--- src/rtl/gpio_pkg.sv ---
// Shared definitions for the GPIO input conditioning path.
//   IRQ_*      : per-pin interrupt type encodings (cfg_irq_type fields)
//   *_DEF      : default widths for pin count, debounce counter and prescaler
//   edge_hit() : selects the edge event(s) that arm a pending flag
package gpio_pkg;

    typedef logic [1:0] irq_type_t;

    localparam irq_type_t IRQ_RISE = 2'b00;
    localparam irq_type_t IRQ_FALL = 2'b01;
    localparam irq_type_t IRQ_BOTH = 2'b10;
    localparam irq_type_t IRQ_LVLH = 2'b11;

    localparam int NPIN_DEF = 8;
    localparam int CNTW_DEF = 8;
    localparam int PSCW_DEF = 16;

    // Level-high is not an edge type and never hits here; it is handled
    // separately by the channel.
    function automatic logic edge_hit(input irq_type_t typ, input logic rise, input logic fall);
        logic hit;
        case (typ)
            IRQ_RISE: hit = rise;
            IRQ_FALL: hit = fall;
            IRQ_BOTH: hit = rise | fall;
            default:  hit = 1'b0;
        endcase
        return hit;
    endfunction

endpackage

--- src/rtl/gpio_in_chan.sv ---
// One GPIO input channel: 2-flop synchronizer, optional tick-based debounce
// filter, edge detector on the filtered value and a sticky pending flag.
// Ports:
//   clk, rst_n   : block clock, asynchronous active-low reset
//   pad_ival     : raw asynchronous pad input
//   tick         : shared sample tick from the prescaler
//   filt_en      : debounce enable for this pin
//   filt_cnt     : ticks a change must persist before it is accepted (0 acts as 1)
//   irq_type     : rise / fall / both / level-high
//   irq_en       : interrupt enable for this pin
//   irq_clr      : write-1 clear pulse for the pending flag
//   gpio_in      : conditioned input value
//   pend         : registered pending flag
//   pend_nxt     : next-state pending flag (lets the top register the irq OR in step)
module gpio_in_chan
    import gpio_pkg::*;
#(
    parameter int CNTW = CNTW_DEF
) (
    input  logic            clk,
    input  logic            rst_n,
    input  logic            pad_ival,
    input  logic            tick,
    input  logic            filt_en,
    input  logic [CNTW-1:0] filt_cnt,
    input  logic [1:0]      irq_type,
    input  logic            irq_en,
    input  logic            irq_clr,
    output logic            gpio_in,
    output logic            pend,
    output logic            pend_nxt
);

    logic            sync_q1;
    logic            sync_q2;
    logic            stable;
    logic            stable_d;
    logic            stable_nxt;
    logic [CNTW-1:0] cnt;
    logic [CNTW-1:0] cnt_nxt;
    logic [CNTW-1:0] cnt_inc;
    logic [CNTW-1:0] thr;
    logic            rise;
    logic            fall;

    always_ff @(posedge clk or negedge rst_n) begin
        if (!rst_n) begin
            sync_q1 <= 1'b0;
            sync_q2 <= 1'b0;
        end else begin
            sync_q1 <= pad_ival;
            sync_q2 <= sync_q1;
        end
    end

    always_comb begin
        thr        = (filt_cnt == '0) ? CNTW'(1) : filt_cnt;
        cnt_inc    = (cnt == '1) ? cnt : cnt + CNTW'(1);
        stable_nxt = stable;
        cnt_nxt    = cnt;
        if (!filt_en) begin
            stable_nxt = sync_q2;
            cnt_nxt    = '0;
        end else if (sync_q2 == stable) begin
            cnt_nxt = '0;
        end else if (tick) begin
            // >= so that lowering the threshold mid-count still accepts
            if (cnt_inc >= thr) begin
                stable_nxt = sync_q2;
                cnt_nxt    = '0;
            end else begin
                cnt_nxt = cnt_inc;
            end
        end
    end

    // Edges come from the filtered history only, so changing irq_type can
    // never fabricate an event.
    assign rise = stable & ~stable_d;
    assign fall = ~stable & stable_d;

    always_comb begin
        if (irq_type == IRQ_LVLH) begin
            pend_nxt = stable & irq_en;
        end else if (irq_en && edge_hit(irq_type, rise, fall)) begin
            pend_nxt = 1'b1;
        end else if (irq_clr) begin
            pend_nxt = 1'b0;
        end else begin
            pend_nxt = pend;
        end
    end

    always_ff @(posedge clk or negedge rst_n) begin
        if (!rst_n) begin
            stable   <= 1'b0;
            stable_d <= 1'b0;
            cnt      <= '0;
            pend     <= 1'b0;
        end else begin
            stable   <= stable_nxt;
            stable_d <= stable;
            cnt      <= cnt_nxt;
            pend     <= pend_nxt;
        end
    end

    assign gpio_in = stable;

endmodule

--- src/rtl/gpio_in_cond.sv ---
// GPIO input conditioner: one gpio_in_chan per pad plus a shared sample-tick
// prescaler and the registered interrupt OR.
// Ports:
//   clk, rst_n     : block clock, asynchronous active-low reset
//   pad_i_ival     : raw pad inputs (already gated by pad input-enable)
//   cfg_presc      : sample tick every cfg_presc+1 clk cycles
//   cfg_filt_en    : per-pin debounce enable
//   cfg_filt_cnt   : debounce threshold in ticks
//   cfg_irq_type   : 2 bits per pin (rise / fall / both / level-high)
//   cfg_irq_en     : per-pin interrupt enable
//   irq_clr        : write-1 pulse clearing pending flags
//   gpio_in        : conditioned input values
//   irq_pend       : pending flags
//   irq            : OR of pending flags, aligned with irq_pend
module gpio_in_cond
    import gpio_pkg::*;
#(
    parameter int NPIN = NPIN_DEF,
    parameter int CNTW = CNTW_DEF,
    parameter int PSCW = PSCW_DEF
) (
    input  logic              clk,
    input  logic              rst_n,
    input  logic [NPIN-1:0]   pad_i_ival,
    input  logic [PSCW-1:0]   cfg_presc,
    input  logic [NPIN-1:0]   cfg_filt_en,
    input  logic [CNTW-1:0]   cfg_filt_cnt,
    input  logic [2*NPIN-1:0] cfg_irq_type,
    input  logic [NPIN-1:0]   cfg_irq_en,
    input  logic [NPIN-1:0]   irq_clr,
    output logic [NPIN-1:0]   gpio_in,
    output logic [NPIN-1:0]   irq_pend,
    output logic              irq
);

    logic [PSCW-1:0] presc_cnt;
    logic            tick;
    logic [NPIN-1:0] pend_nxt;

    assign tick = (presc_cnt == cfg_presc);

    // A threshold lowered below the running count wraps on the next cycle
    // instead of counting all the way round.
    always_ff @(posedge clk or negedge rst_n) begin
        if (!rst_n) begin
            presc_cnt <= '0;
        end else if (presc_cnt >= cfg_presc) begin
            presc_cnt <= '0;
        end else begin
            presc_cnt <= presc_cnt + PSCW'(1);
        end
    end

    for (genvar i = 0; i < NPIN; i++) begin : g_chan
        gpio_in_chan #(
            .CNTW (CNTW)
        ) u_chan (
            .clk      (clk),
            .rst_n    (rst_n),
            .pad_ival (pad_i_ival[i]),
            .tick     (tick),
            .filt_en  (cfg_filt_en[i]),
            .filt_cnt (cfg_filt_cnt),
            .irq_type (cfg_irq_type[2*i +: 2]),
            .irq_en   (cfg_irq_en[i]),
            .irq_clr  (irq_clr[i]),
            .gpio_in  (gpio_in[i]),
            .pend     (irq_pend[i]),
            .pend_nxt (pend_nxt[i])
        );
    end

    always_ff @(posedge clk or negedge rst_n) begin
        if (!rst_n) begin
            irq <= 1'b0;
        end else begin
            irq <= |pend_nxt;
        end
    end

endmodule

--- config.mk ---
export PLATFORM = sky130hd
export DESIGN_NAME = gpio_in_cond
export DESIGN_NICKNAME = d
export VERILOG_FILES = /design/src/rtl/gpio_pkg.sv /design/src/rtl/gpio_in_chan.sv /design/src/rtl/gpio_in_cond.sv
export SDC_FILE = /design/constraint.sdc
export NUM_CORES = 1
export LEC_CHECK = 0
export CAP_MARGIN = 30
export CORE_MARGIN = 4
export CORE_UTILIZATION = 58
export CTS_CLUSTER_DIAMETER = 150
export DETAILED_ROUTE_END_ITERATION = 10
export PLACE_DENSITY = 0.84
export SLEW_MARGIN = 20
export SYNTH_ARGS = -nofsm -noshare
export SYNTH_HDL_FRONTEND = slang
export SYNTH_SLANG_ARGS = --single-unit
--- constraint.sdc ---
create_clock -name clk -period 3.4 [get_ports clk]
set_input_delay 0.34 -clock clk [delete_from_list [all_inputs] [get_ports clk]]
set_output_delay 0.34 -clock clk [all_outputs]
set_load 0.01 [all_outputs]
==> Word level (Yosys, flattened, before mapping) <==
Cells that the tools add are included.
{ "word_totals": {"wordCells": 329, "regBits": 121} }
{ "classes": {"order_cmp": 9, "eq_ne": 73, "bitwise": 48, "add_sub_neg": 9, "reduce_logical": 26, "mux": 114} }
{ "op_table": {"columns": ["cell", "n"], "rows": [
  ["$mux W8", 41],
  ["$add A8 B1 Y8 const B", 8],
  ["$eq A8 B8 Y1 const B", 8],
  ["$ge A8 B8 Y1", 8],
  ["$mux W1", 64],
  ["$eq A2 B2 Y1 const B", 16],
  ["$ne A2 B1 Y1 const B", 16],
  ["$and A1 B1 Y1", 24],
  ["$ne A3 B1 Y1 const B", 8],
  ["$pmux W1 S3", 8],
  ["$reduce_and A3 Y1", 8],
  ["$add A16 B1 Y16 const B", 1],
  ["$eq A16 B16 Y1", 1],
  ["$eq A2 B1 Y1 const B", 8],
  ["$ge A16 B16 Y1", 1],
  ["$logic_not A2 Y1", 8],
  ["$mux W16", 1],
  ["$ne A2 B2 Y1 const B", 8],
  ["$not A1 Y1", 16],
  ["$eq A1 B1 Y1", 8],
  ["$logic_and A1 B1 Y1", 8],
  ["$logic_not A8 Y1", 1],
  ["$or A1 B1 Y1", 8],
  ["$reduce_or A8 Y1", 1]
]} }

==> Logic depth before layout (Yosys ltp) <==
{ "logic_depth": {"depth_word": 9, "ltp_mapped": 13, "depth_no_buf": 12} }

==> Hierarchy <==
Synthesis repeated with hierarchy kept, for this count alone.
{ "unflattened": {"cells_unflattened": 989, "hier_area_um2": 9645.5} }
{ "by_module_without_submodules": {"columns": ["module", "instances", "area_each_um2", "cells_per_inst", "seq_area_each_um2"], "rows": [
  ["gpio_in_chan at g_chan[0].u_chan ...", 7, 1027.2, 106, 325.3],
  ["gpio_in_cond", 1, 1450.1, 139, 425.4],
  ["gpio_in_chan at g_chan[3].u_chan", 1, 1004.7, 108, 325.3]
]} }

==> Worst setup path before layout <==
OpenSTA, ideal clock, no wires.
{ "synth_path": {"kind": "reg2reg", "start": "reg g_chan[3].u_chan.cnt[0]", "end": "reg g_chan[3].u_chan.stable", "path_stages_with_launch": 13, "arrival_ps": 2713, "synth_period_minus_slack_ps": 2838, "slack_ps": 562, "path_cell_list": "dfrtp_1 ha_1 nand3_2 or2_1 buf_2 xnor2_1 ha_1 nand2b_4 a2111oi_4 nor3_1 a21oi_4 a21oi_2 mux2_4"} }
{ "synth_between": {"elab_chain_cells": 5} }
{ "synth_lines": {"columns": ["item", "line", "text"], "rows": [
  ["start, declared", "gpio_in_chan.sv:39", "logic [CNTW-1:0] cnt;"],
  ["start signal, assigned", "gpio_in_chan.sv:103", "cnt <= cnt_nxt;"],
  ["$add A8 B1 Y8 / $eq A8 B8 Y1 (equally long branches)", "gpio_in_chan.sv:58", "cnt_inc = (cnt == '1) ? cnt : cnt + CNTW'(1);"],
  ["$mux W8 (*)", "gpio_in_chan.sv:58", null],
  ["$ge A8 B8 Y1 (*)", "gpio_in_chan.sv:68", "if (cnt_inc >= thr) begin"],
  ["$ne A2 B1 Y1 (no source line) (*)", null, null],
  ["$reduce_and A3 Y1 (no source line) (*)", null, null],
  ["end signal, assigned", "gpio_in_chan.sv:101", "stable <= stable_nxt;"],
  ["end, declared", "gpio_in_chan.sv:36", "logic stable;"]
]} }
Mark *: on every way between the ends. The rest lies on a longest branch, timed or not.
A chain may end at the register's enable or synchronous reset.

==> Worst setup path in the final report <==
{ "layout_path": {"start": "reg g_chan[3].u_chan.cnt[0]", "end": "reg g_chan[3].u_chan.cnt[2]"} }
{ "layout_between": {"elab_chain_cells": 7} }
{ "layout_lines": {"columns": ["item", "line", "text"], "rows": [
  ["$add A8 B1 Y8 / $eq A8 B8 Y1 (equally long branches)", "gpio_in_chan.sv:58", null],
  ["$mux W8 (*)", "gpio_in_chan.sv:58", null],
  ["$ge A8 B8 Y1", "gpio_in_chan.sv:68", null],
  ["$mux W8 (*)", "gpio_in_chan.sv:68", null],
  ["$mux W8 (*)", "gpio_in_chan.sv:66", "end else if (tick) begin"],
  ["$mux W8 (*)", "gpio_in_chan.sv:64", "end else if (sync_q2 == stable) begin"],
  ["$mux W8 (*)", "gpio_in_chan.sv:61", "if (!filt_en) begin"]
]} }
Mark *: on every way between the ends. The rest lies on a longest branch, timed or not. The select of a mux whose other input is x is not followed.

==> metrics.md <==
| Metric | Value |
|---|---|
| Largest net degree at the start of global routing | `66` |
| Die area | `17,100 µm²` |
| Final Hold Viols | `0` |
| Via count | `~7,600` |
| CP Class | `reg -> reg` |
| Ys async rst share | `between 90% and 100%` |
| Post-DR wirelength/cell | `approximately 16 µm` |
| Sw Pwr | `around 1.2 mW` |
| Net Count, Synth | `around 1,200` |
| 1st-pass router iterations | `5` |
| Gate power share | `19.0%` |
| Post-layout min period | `around 3100 ps` |
| CP peak stage delay | `440 ps` |
| Vias per cell | `5.92` |
| Hold_ws | `approximately 10 ps` |
| DRC violations left | `0` |
| CTS Hold Bufs | `0` |
| CTS root buf | `clkbuf_16` |
| RSZ-0062 raised after global routing | `no` |
| CP startpoint kind | `register` |
| Placed inst area | `9790 µm²` |
| Crit-path slowest cell | `dfrtp_1` |
| VDD IR-drop max | `approximately 0.37 mV` |
| Total track usage | `25.0%` |
| N_diodes | `0` |
| WL final | `between 20 and 25 mm` |
| #FFs+latches synth | `121` |
| Origin of the worst setup path | `g_chan[3].u_chan.cnt[0]` |
| Final GP Congestion | `between 0.8 and 0.9` |
| Final setup skew | `between 7 and 8 ps` |
| Most used cell along the critical path | `ha_1` |
| Nets | `~1,300` |
| Clock-pin slew on the worst setup and hold paths | `60 ps` |
| Final core occ | `between 70 and 80%` |
| CTS tree | `yes` |
| Worst Path Required | `~3700 ps` |
| Final-report setup violation count | `0` |
| Filler Cell Count | `roughly 1,100` |
| Pwr Total | `between 4 and 5 mW` |
| Die Wd | `131 µm` |
| Worst-case clock buffer depth | `2` |
| DPL Wire Length | `14.4 mm` |
| Setup TNS | `0 ps` |
| Fin. max-slew vios | `0` |
| CTS Sinks | `~120` |
| Synth cell count leaders | `168 x nand2_1, 121 x dfrtp_1, 97 x ha_1` |
| Max Freq | `between 300 and 400 MHz` |
| Worst-path cell chain | `ha_1 -> nand3_2 -> or2_1 -> xnor2_1 -> ha_1 -> nand2b_4 -> a2111oi_4 -> nor3_1 -> a21oi_4 -> buf_4 -> a31oi_1 -> o22ai_1` |
| Final Cycle Share | `91.9%` |
| Synth Instances | `between 900 and 1,000` |
| Worst hold path class | `in -> async` |
| Leakage | `about 5.1 nW` |
| Pre-CTS WS | `283 ps` |
| WP data arrival | `3460 ps` |
| # port buffers | `90` |
| Dominant cell type by area after synthesis | `dfrtp_1` |
| Status | `finished, final reports clean` |
| Total grt overflow | `0` |
| Fin area | `roughly 10,000 µm²` |
| Starting Density | `around 60%` |
| Share of the synthesized area in the top cell type | `between 30 and 40%` |
| Max_cap viols | `0` |
| Clock power share | `about 45%` |
| Critical Path End Type | `register` |
| Worst r2r path cells | `12` |
| Worst relative slew slack | `a little under half` |
| Area delta synth->final | `19.7%` |
| DR iter-0 viols | `between 400 and 500` |
| Placeable Area | `~15,000 µm²` |
| Actual slew at the worst max-slew pin | `807 ps` |
| Worst-skew pair later-pin latency | `410 ps` |
| Placed Instances | `1,245` |
| Top-count cell post-synth | `nand2_1` |
| Pwr Density | `around 440 nW/µm²` |
| Initial antenna violation count | `0` |
| Vias in the first global route | `7,464` |
| Die Height | `about 130 µm` |
| Top cells by area, synth | `dfrtp_1 35%, ha_1 14%, nand2_1 7.2%, nand3_1 4.0%, inv_1 2.9%` |
| Share of layout cells above drive strength 1 | `9.41%` |
| Final worst setup slack | `approximately 280 ps` |
| Fin cells | `between 1,000 and 1,500` |
| Cts bufs inserted | `17` |
| Seq/Total Area, Yosys | `roughly 35%` |
| Switching part of the total | `approximately 27%` |
| Placement Rows | `44` |
| Library cells used by synthesis | `between 60 and 70` |
| H-Tree Depth | `4` |
| Seq pwr share | `36.2%` |
| FF-to-FF Start | `g_chan[3].u_chan.cnt[0]` |
| Mean post-synth cell area | `between 8 and 9 µm²` |
| First-pass GRT wire length | `34.6 mm` |
| ANT nets after route | `0` |
| Synth Cell Area | `roughly 8800 µm²` |
| Int Pwr | `3.38 mW` |
| Worst-path maximum fanout | `8` |
| Number of synthesized flops with an enable pin | `0` |
| Main flop type after synthesis | `dfrtp_1` |
| Synth warnings | `0` |
| IO Count | `91` |
[sequential cells by signal (all words and copies together), names as in the netlist]
signal                  cells
g_chan.u_chan.cnt          64
presc_cnt                  16
g_chan.u_chan.gpio_in       8
g_chan.u_chan.pend          8
g_chan.u_chan.stable_d      8
g_chan.u_chan.sync_q1       8
g_chan.u_chan.sync_q2       8
irq                         1
[cell type report]
cell class	count	area, µm²	share of cell area (%)
well taps	184	230	2.20
repair buffers	103	1010	9.63
clock buffers	19	453	4.32
clock inverters	12	221	2.11
multi-input cells	771	5280	50.4
inverters	68	260	2.48
flip-flops and latches	121	3030	28.9
[layout by cell type, fill, tap and decap left out, types with 18 or more instances in the layout]
cell type	instances
nand2_1	168
dfrtp_1	121
ha_1	97
clkdlybuf4s50_1	89
nand3_1	70
inv_1	67
nor2_1	52
nand4_1	32
a21oi_1	28
xor2_1	26
nor2b_1	26
o21ai_0	25
xnor2_1	23
nor3_1	18
o211ai_1	18
[kinds of logic after synthesis]
family          share of synthesized area [%]
compound gates                           15.2
xor+xnor                                 4.90
fa+ha+maj                                13.9
flops                                    34.6
buf+inv                                  5.12
mux                                      2.47
simple gates                             23.8
[worst paths after layout]
kind | to | slack [ps]
worst max-delay path | g_chan[3].u_chan.cnt[2] | 280
worst min-delay path | g_chan[2].u_chan.pend | 10
worst max register to register | g_chan[3].u_chan.cnt[2] | 280
worst min register to register | g_chan[1].u_chan.sync_q2 | 340
max in group asynchronous | g_chan[6].u_chan.cnt[5] | 2620
min in group clk | g_chan[1].u_chan.sync_q2 | 340
[power by group through the flow]
stage / Clock, mW / Combinational [mW] / Sequential [mW]
2_1_floorplan: 0 / 0.591 / 1.66
3_3_place_gp: 0 / 0.843 / 1.70
3_5_place_dp: 0 / 0.866 / 1.70
4_1_cts: 2.10 / 0.881 / 1.68
5_1_grt: 2.16 / 0.992 / 1.70
6_report: 2.07 / 0.879 / 1.68
[worst max-delay path, delay by kind of cell, from the launching register on]
kind                     cells  cell delay [ps]
AND/OR/NAND/NOR              4              810
AO/OA/AOI/OAI                4              850
buffers and inverters        1              180
flip-flops                   1              440
adder cells (fa/ha/maj)      2              570
XOR/XNOR                     1              180
[per-layer routing]
metal  vias to the layer above  global-route usage [%]  wire length (µm)
met2                       247                    42.2              9740
met1                      3587                    32.3              8830
met3                        28                    5.69              1340
met4                         0                    7.32               327
met5                         -                       0                 0
li1                       3706                       -                 -
[what timing repair did]
action	4_1_cts	5_1_grt
setup endpoints to repair	0	8
resized for setup	0	0
setup buffers	0	2
Note: power is estimated with default switching activity, not from simulation.
